**src/rtl/fht_wr_control.sv**
```systemverilog
// Write-side sequencer of the FHT stage loop: turns butterfly results into bank write
// addresses and write enables for one stage. Optional watchdog: define FHT_WR_TIMEOUT_EN.
module fht_wr_control #(
   parameter int A_BIT  = 8,
   parameter int TO_BIT = 4
) (
   input  logic             iCLK,
   input  logic             iRESET,
   input  logic             iSTART,
   input  logic             iVALID,
   input  logic             iSOURCE_DATA,
   input  logic             iST_LAST,
   input  logic [3:0]       iDIV_2,
   output logic [A_BIT-1:0] oADDR_WR,
   output logic [A_BIT-1:0] oADDR_WR_BIAS,
   output logic             oWE_A,
   output logic             oWE_B,
   output logic             oBUSY,
   output logic             oDONE,
   output logic             oERR
);

   typedef enum logic [1:0] {IDLE, WRITE, DONE} state_t;

   localparam logic [A_BIT-1:0] CNT_MAX = '1;

   state_t           state, state_nxt;
   logic [A_BIT-1:0] cnt;
   logic [A_BIT-1:0] bias_mask;
   logic             src_q;
   logic             last_q;
   logic [3:0]       div_q;
   logic             timeout;

`ifdef FHT_WR_TIMEOUT_EN
   localparam logic [TO_BIT-1:0] WD_LAST = TO_BIT'((1 << TO_BIT) - 2);

   logic [TO_BIT-1:0] wd;

   // Watchdog only runs while waiting for results; the edge that would bring it to
   // its terminal count aborts the stage instead.
   always_ff @(posedge iCLK or posedge iRESET) begin
      if (iRESET)
         wd <= '0;
      else if (iSTART || iVALID || state != WRITE)
         wd <= '0;
      else
         wd <= wd + 1'b1;
   end

   assign timeout = (state == WRITE) && !iSTART && !iVALID && (wd == WD_LAST);
`else
   logic [TO_BIT-1:0] unused_wd;

   assign unused_wd = '0;
   assign timeout   = 1'b0;
`endif

   always_ff @(posedge iCLK or posedge iRESET) begin
      if (iRESET)
         state <= IDLE;
      else
         state <= state_nxt;
   end

   always_comb begin
      state_nxt = state;
      if (iSTART) begin
         state_nxt = WRITE;
      end else begin
         case (state)
            IDLE:    state_nxt = IDLE;
            WRITE: begin
               if (iVALID && cnt == CNT_MAX)
                  state_nxt = DONE;
               else if (timeout)
                  state_nxt = IDLE;
            end
            DONE:    state_nxt = IDLE;
            default: state_nxt = IDLE;
         endcase
      end
   end

   // Bias partner differs in bit div_2-1; out-of-range div_2 or the last stage means no flip.
   always_comb begin
      bias_mask = '0;
      for (int i = 0; i < A_BIT; i++) begin
         if (!last_q && int'(div_q) == i + 1)
            bias_mask[i] = 1'b1;
      end
   end

   always_ff @(posedge iCLK or posedge iRESET) begin
      if (iRESET) begin
         cnt           <= '0;
         src_q         <= 1'b0;
         last_q        <= 1'b0;
         div_q         <= '0;
         oADDR_WR      <= '0;
         oADDR_WR_BIAS <= '0;
         oWE_A         <= 1'b0;
         oWE_B         <= 1'b0;
         oDONE         <= 1'b0;
         oERR          <= 1'b0;
      end else begin
         oWE_A <= 1'b0;
         oWE_B <= 1'b0;
         oDONE <= 1'b0;
         if (iSTART) begin
            cnt    <= '0;
            src_q  <= iSOURCE_DATA;
            last_q <= iST_LAST;
            div_q  <= iDIV_2;
            oERR   <= 1'b0;
         end else if (state == WRITE && iVALID) begin
            oWE_A         <= src_q;
            oWE_B         <= ~src_q;
            oADDR_WR      <= cnt;
            oADDR_WR_BIAS <= cnt ^ bias_mask;
            oDONE         <= (cnt == CNT_MAX);
            cnt           <= cnt + 1'b1;
         end else if (iVALID || timeout) begin
            oERR <= 1'b1;
         end
      end
   end

   assign oBUSY = (state == WRITE);

endmodule
```
**config.mk**
```make
export PLATFORM = sky130hd
export DESIGN_NAME = fht_wr_control
export DESIGN_NICKNAME = d
export VERILOG_FILES = /design/src/rtl/fht_wr_control.sv
export SDC_FILE = /design/constraint.sdc
export NUM_CORES = 1
export LEC_CHECK = 0
export BUFFER_PORTS_ARGS = -buffer_cell sky130_fd_sc_hd__buf_2
export CAP_MARGIN = 20
export CORE_ASPECT_RATIO = 0.75
export CORE_MARGIN = 1
export CORE_UTILIZATION = 35
export DETAILED_ROUTE_END_ITERATION = 10
export GPL_TIMING_DRIVEN = 0
export SETUP_SLACK_MARGIN = 0.02
export SLEW_MARGIN = 20
export SYNTH_ARGS = -nofsm -noshare
export SYNTH_HDL_FRONTEND = slang
export SYNTH_SLANG_ARGS = --single-unit
```
**constraint.sdc**
```tcl
create_clock -name iCLK -period 1.4 [get_ports iCLK]
set_input_delay 0.28 -clock iCLK [delete_from_list [all_inputs] [get_ports iCLK]]
set_output_delay 0.28 -clock iCLK [all_outputs]
set_load 0.03 [all_outputs]
```
# Word level (Yosys, flattened, before mapping)
# Cells that the tools add are included.
# W data, S select, Z words.
[op_classes] n_mux=22 add_sub_neg=1 n_eq_ne=12 n_reduce_logical=15 n_bitwise=3
[op_table] cell="$eq A4 B4 Y1 const B" n=5
[op_table] cell="$mux W1" n=17
[op_table] cell="$mux W8" n=2
[op_table] cell="$logic_and A1 B1 Y1" n=10
[op_table] cell="$add A8 B1 Y8 const B" n=1
[op_table] cell="$eq A4 B3 Y1 const B" n=2
[op_table] cell="$eq A8 B8 Y1 const B" n=1
[op_table] cell="$xor A8 B8 Y8" n=1
[op_table] cell="$mux W2" n=3
[op_table] cell="$eq A4 B2 Y1 const B" n=1
[op_table] cell="$reduce_and A2 Y1" n=2
[op_table] cell="$reduce_bool A2 Y1" n=2
[op_table] cell="$ne A3 B2 Y1 const B" n=1
[op_table] cell="$eq A2 B1 Y1 const B" n=1
[op_table] cell="$ne A2 B2 Y1 const B" n=1
[op_table] cell="$not A1 Y1" n=2
[op_table] cell="$logic_not A1 Y1" n=1
[totals] regBits=36 input_bits=10 wordCells=64 out_inout_bits=21

# Longest topological paths before layout
# Gate-level depths: netlist of run 1.
[logic_depth] depth_word=5 mapped_depth=5 ltp_nobuf=5

# Worst setup path before layout of run 1
# No wires, ideal clock.
[synth_timing] kind="flip-flop to flip-flop" start="reg state[0]" end="reg cnt[2]" period_less_slack_ns=1.459 setup_time_ns=0.132 arrival_ns=1.327 n_path_buf=0 t_required_ns=1.268 stages_incl_launch_ff=5 slack_ns=-0.059 path_cell_list="dfrtp_1 > nor2b_1 > nand3_1 > xor2_1 > nor2_1"
[synth_via] elab_chain_cells=3
[synth_rtl] item="start: declaration" line_no="27" rtl="state_t state, state_nxt;"
[synth_rtl] item="start signal: assignment" line_no="63" rtl="state <= state_nxt;"
[synth_rtl] item="$eq A2 B1 Y1"
[synth_rtl] item="named net oBUSY" line_no="18" rtl="output logic oBUSY,"
[synth_rtl] item="$logic_and A1 B1 Y1" line_no="116" rtl="end else if (state == WRITE && iVALID) begin"
[synth_rtl] item="$reduce_bool A2 Y1 (no line)"
[synth_rtl] item="end signal: assignment" line_no="122" rtl="cnt <= cnt + 1'b1;"
[synth_rtl] item="end: declaration" line_no="28" rtl="logic [A_BIT-1:0] cnt;"
# The timed path passes the listed nets, and every way through them passes these cells.
# A chain may end at the register's enable or synchronous reset.

# Final worst setup path of run 1
[layout_timing] start="reg state[1]" end="reg oADDR_WR[1]"
[layout_via] elab_chain_cells=3
[layout_rtl] item="$eq A2 B1 Y1" line_no="116"
[layout_rtl] item="$logic_and A1 B1 Y1" line_no="116"
[layout_rtl] item="$reduce_and A2 Y1 (no line)"
[layout_rtl] item="end signal: assignment" line_no="119" rtl="oADDR_WR <= cnt;"
[layout_rtl] item="end: declaration" line_no="14" rtl="output logic [A_BIT-1:0] oADDR_WR,"
# Every way passes these cells.

==> metrics.cfg, run 1 <==
[place]
port_buffers = 30
placed_cell_area_sq_mm = 0.00181
finalWeightedCongestion = 0.791
hpwl_microns = 2200

[cells_and_area]
antennaDiodeCount = 0
area_growth_pct = 24.3
final_common_cell = dfrtp_1
drive_gt1_share_pct = 37.9
layout.nets = 193
mostFrequentLayoutCells = 34 x dfrtp_1, 30 x buf_2, 18 x nor2_1, 12 x a21oi_1, 11 x mux2_2
design_area_sq_mm = 0.00197
n_fill_cell = 390

[logic_synthesis]
syn_nets = 149
synth-seq-cells = 36
synth.avg_cell_area_sq_um = 11.5
synth_area_sq_mm = 0.00159
ys_warn_count = 0
synth_cell_types = 29
netlist_instances = 138
ys_seq_area_share_pct = 56.8

[global_routing]
grt_use_total_pct = 15.4
grt_max_degree = 37
grt_pass1_wl_microns = 5430
grt-ovfl-total = 0
antenna_found_initial = 0
grt_pass1_vias = 1158

[floorplan]
pin_count = 31
die_w_microns = 79.7
coreArea_sq_mm = 0.00420
dieArea_sq_mm = 0.00481
fp.dieH_microns = 60.3
std_cell_rows = 20
initial_utilization_pct = 37.7

[clocking]
cts_buffer_depth = 2
numCtsBuffers = 5
htreeDepth = 2
worstSkewPairLatency_ns = 0.28
clockRootBuffer = clkbuf_8
holdBufCountCts = 0
cts_tree = done
cts.sinks = 36
path_clk_slew_ns = 0.07

[sta]
fin_worst_skew_ns = 0.00634
final_max_slew_viol_count = 0
slew_headroom_pct = 51.6
period_minus_slack_ns = 1.32
worst_hold_slack_ns = 0.117
finalHoldViolCount = 0
setup_viol = 0
tightest_slew_ns = 0.725
fin_crit_sh_pct = 94.3
grt_setup_unrepaired = false
fmax_ghz = 0.758

[worst_setup_path]
arrival_ns = 1.48
cpMaxStageDelayCell = dfrtp_1
worst-path-buf-inv = 1
worstPathMaxFanout = 6
worstRegToRegCells = 4
startpoint = state[1]
critPathTopFamily = flip-flops
r2r_slack_ns = 0.08
endpoint_kind = register
critPathCapture = oADDR_WR[1]
rr_endpoint = oADDR_WR[1]
max_stage_delay_ns = 0.41
cp.required_ns = 1.56
crit_cells = 4
cp-start-kind = register
worstPathCellList = nand3b_4, nor2_4, buf_6, mux2_2
worstSetupPathType = reg -> reg
reg2reg_from = state[1]

[power_and_ir_drop]
powerDensity_mw_per_mm2 = 1110
leakage_nw = 0.925
irDropWorstVdd_uv = 578

[detailed_routing]
drc_errors = 0
num_vias = 1139
dr.pass1.iters = 4
routed_via_density = 4.81
first_iter_violations = 39
finalWirelength_microns = 3190
ant_nets = 0
wl_per_cell_microns = 13.5

[flow_run]
max_cap_viol_count = 0

[status]
outcome = finished clean

[hold_path]
hp-class = in -> async

synthesized netlist by cell type (all sizes together):
master | instances | share of area [%]
nor4 | 3 | 1.2
or3 | 2 | 0.79
and2 | 1 | 0.39
a21o | 1 | 0.47
inv | 2 | 0.47
buf | 5 | 2.1
nor2b | 2 | 0.79
xor2 | 7 | 3.9
nor2 | 19 | 5.0
ha | 1 | 0.79
nand2 | 8 | 1.9
o21ai | 2 | 0.63
nand2b | 1 | 0.39
a21oi | 12 | 3.8
nand4 | 1 | 0.39
xnor2 | 6 | 3.3
nor3b | 2 | 0.95
mux2 | 14 | 9.9
nand3 | 6 | 1.9
nor3 | 5 | 2.5
dfrtp | 36 | 57
nand3b | 2 | 1.7
layer usage:
metal,GRT usage (%),wire length (microns)
met4,6.12,33
met3,4.12,163
met1,20.2,1520
met2,24.8,1470
met5,0,0
what timing repair did:
| action | 4_1_cts | 5_1_grt |
|---|---|---|
| setup endpoints to repair | 5 | 14 |
| buffers inserted | 1 | 6 |
| gates resized for setup | 4 | 7 |
| pin swaps | 1 | 1 |
sequential cells by signal (all words and copies together), names as in the netlist:
| name | flops |
|---|---|
| src_q | 1 |
| state | 2 |
| oERR | 1 |
| oDONE | 1 |
| oADDR_WR | 8 |
| oWE_A | 1 |
| last_q | 1 |
| div_q | 4 |
| oADDR_WR_BIAS | 8 |
| cnt | 8 |
| oWE_B | 1 |
per-stage QoR:
step	setup slack, ns	instances	utilization (%)	setup TNS [ns]	total power [mW]
after floorplan	0.0870	138	-	0	1.40
after detailed placement	-0.0573	223	43.0	-0.163	1.50
after global placement	-0.108	223	43.0	-3.93	1.49
after CTS	0.0239	231	45.3	0	2.19
after global routing	0.0186	237	46.9	0	2.30
final	0.0804	237	46.9	0	2.18
cell families after synthesis:
group | Yosys count | share of synthesized area [%]
and+or+nand+nor | 52 | 17.9
adders and majority gates | 1 | 0.789
DFF | 36 | 56.8
buffers and inverters | 7 | 2.52
xor gates and xnor gates | 13 | 7.18
muxes | 14 | 9.94
AOI/OAI and AO/OA | 15 | 4.89
layout make-up:
class | instances | area, sq um | share of cell area (%)
repair buffers | 37 | 209 | 10.6
multi-input cells | 95 | 667 | 33.8
plain buffers | 5 | 38.8 | 1.97
inverters | 2 | 7.51 | 0.381
flip-flops and latches | 36 | 903 | 45.8
well taps | 55 | 68.8 | 3.49
clock buffers | 6 | 72.6 | 3.68
clock inverters | 1 | 5.00 | 0.254
how the worst min path moves through the flow:
| stage | startpoint | endpoint | cells past startpoint |
|---|---|---|---|
| 3_3_place_gp | src_q | oWE_B | 1 |
| 6_report | iRESET | oADDR_WR_BIAS[2] | 2 |
| 3_5_place_dp | iRESET | oADDR_WR_BIAS[0] | 2 |
| 2_1_floorplan | src_q | oWE_B | 1 |
| 5_1_grt | iRESET | oADDR_WR_BIAS[2] | 2 |
| 4_1_cts | iRESET | oADDR_WR_BIAS[2] | 2 |
where the power goes:
group	switching [mW]	internal (mW)	total, mW
sequential	0.0493	1.11	1.16
combinational	0.217	0.134	0.351
clock	0.333	0.338	0.671
(Power assumes the default switching activity.)
==> run 2: changes to the inputs <==
clock period = 1.3 ns   (was 1.4 ns; I/O delays follow)
==> run 2 against run 1 <==
Net effect: the flow now finishes with violations (negative setup slack); via count up 6.6%; power up 21%; first-iteration DRC count up 13%; wire length up 12%.
==> metrics.cfg, run 2 (synthesis gave the netlist of run 1 again) <==
[detailed_routing]
dr.pass1.iters = 4
num_vias = 1214
first_iter_violations = 44
ant_nets = 0
drc_errors = 0
routed_via_density = 4.90
finalWirelength_microns = 3570
wl_per_cell_microns = 14.4

[clocking]
clockRootBuffer = clkbuf_8
worstSkewPairLatency_ns = 0.29
path_clk_slew_ns = 0.07
cts_tree = done
cts.sinks = 36
cts_buffer_depth = 2
htreeDepth = 2
numCtsBuffers = 5
holdBufCountCts = 0

[worst_setup_path]
worstPathMaxFanout = 4
cpMaxStageDelayCell = dfrtp_1
arrival_ns = 1.52
r2r_slack_ns = -0.007
worstSetupPathType = reg -> reg
rr_endpoint = cnt[3]
worstRegToRegCells = 4
endpoint_kind = register
startpoint = state[1]
cp.required_ns = 1.51
reg2reg_from = state[1]
critPathCapture = cnt[3]
worstPathCellList = nand3b_4, buf_4, or3_1, a21oi_2
cp-start-kind = register
max_stage_delay_ns = 0.39

[power_and_ir_drop]
irDropWorstVdd_uv = 626
powerDensity_mw_per_mm2 = 1190
leakage_nw = 1.03

[hold_path]
hp-class = in -> async

[cells_and_area]
n_fill_cell = 383
mostFrequentLayoutCells = 30 x buf_2, 27 x dfrtp_1, 15 x nor2_1, 13 x buf_4
antennaDiodeCount = 0
drive_gt1_share_pct = 52.8
largest_registers = cnt: 8 flops, oADDR_WR: 8 flops, oADDR_WR_BIAS: 8 flops
seq_area_sq_um = 912
multi_input_area_sq_um = 771
area_growth_pct = 40.3
layout.nets = 203
finalNonFillerCells = 248
final_common_cell = buf_2

[global_routing]
antenna_found_initial = 0
grt-ovfl-total = 0
grt_use_total_pct = 16.1
grt_max_degree = 37
grt_pass1_wl_microns = 5580
grt_pass1_vias = 1204

[sta]
period_minus_slack_ns = 1.31
fmax_ghz = 0.765
final_max_slew_viol_count = 0
tightest_slew_ns = 0.729
setup_slack_ns = -0.00668
finalHoldViolCount = 0
fin_worst_skew_ns = 0.00814
fin_crit_sh_pct = 101
setup_viol = 4
grt_setup_unrepaired = true
fin_tns_setup_ns = -0.0156
slew_headroom_pct = 51.3

[status]
violations = negative setup slack
outcome = finished, violations left

[place]
finalWeightedCongestion = 0.786
dp_cells = 223
port_buffers = 30
hpwl_microns = 2270

[floorplan]
std_cell_rows = 20
dieArea_sq_mm = 0.00481
coreArea_sq_mm = 0.00420
die_w_microns = 79.7
pin_count = 31
initial_utilization_pct = 37.7
fp.dieH_microns = 60.3

[flow_run]
max_cap_viol_count = 0

[run 2: cell types whose count changed in the layout (fill, tap and decap cells not counted), sizes merged]
cell	delta
clkbuf	+1
buf	+9
bufinv	+1
[run 2: what timing repair did]
item | in CTS | in global routing
hold endpoints to repair | 0 | 0
gates resized for setup | 11 | 36
pin swaps | 1 | 10
setup endpoints to repair | 15 | 24
setup buffers | 7 | 9
gates cloned | 0 | 1
[run 2: worst min-delay path by stage]
stage	start	endpoint	slack, ns	depth (start not counted)
global placement	src_q	oWE_B	0.43	1
finish	iRESET	oADDR_WR_BIAS[2]	0.09	2
floorplan	iVALID	oERR	0.41	2
detailed placement	iRESET	oADDR_WR_BIAS[2]	0.44	2
CTS	iRESET	oADDR_WR_BIAS[3]	0.12	2
global route	iRESET	oADDR_WR_BIAS[3]	0.14	2
[run 2: worst max-delay path, delay by kind of cell (launching register included)]
kind	cells	cell delay [ns]
AND/OR/NAND/NOR	2	0.56
buffers and inverters	1	0.16
flip-flops	1	0.39
AO/OA/AOI/OAI	1	0.12
[run 2: layout make-up]
class / count / area share, %
plain buffers: 5 / 2.08
clock inverters: 2 / 1.57
well taps: 55 / 3.09
multi-input cells: 95 / 34.6
flip-flops and latches: 36 / 41.0
inverters: 2 / 0.337
clock buffers: 6 / 3.26
repair buffers: 47 / 14.1
[run 2: routing by layer]
metal	part of all wire, %	vias to the layer above	wire length [microns]	track usage (%)
li1	-	578	-	-
met1	46	590	1630	19.9
met2	47	33	1700	26.4
met3	4.3	13	152	4.73
met4	2.5	0	91	7.65
met5	0	-	0	0
[run 2: where the power goes]
part           internal, mW  switching (mW)  total [mW]  leakage, nW
clock network         0.569           0.392       0.961       0.0552
registers              1.19          0.0601        1.25        0.451
logic                 0.175           0.250       0.425        0.527
[run 2: per-stage QoR]
step | hold WS, ns | instance area (sq um) | total power, mW | utilization (%) | setup WS (ns)
finish | 0.0864 | 2230 | 2.64 | 52.9 | -0.00668
global route | 0.136 | 2230 | 2.77 | 52.9 | -0.0563
CTS | 0.123 | 2010 | 2.61 | 47.7 | -0.0140
detailed placement | 0.439 | 1810 | 1.62 | 43.1 | -0.142
global placement | 0.435 | 1810 | 1.61 | 43.1 | -0.191
floorplan | 0.410 | 1590 | 1.51 | - | -0.0128
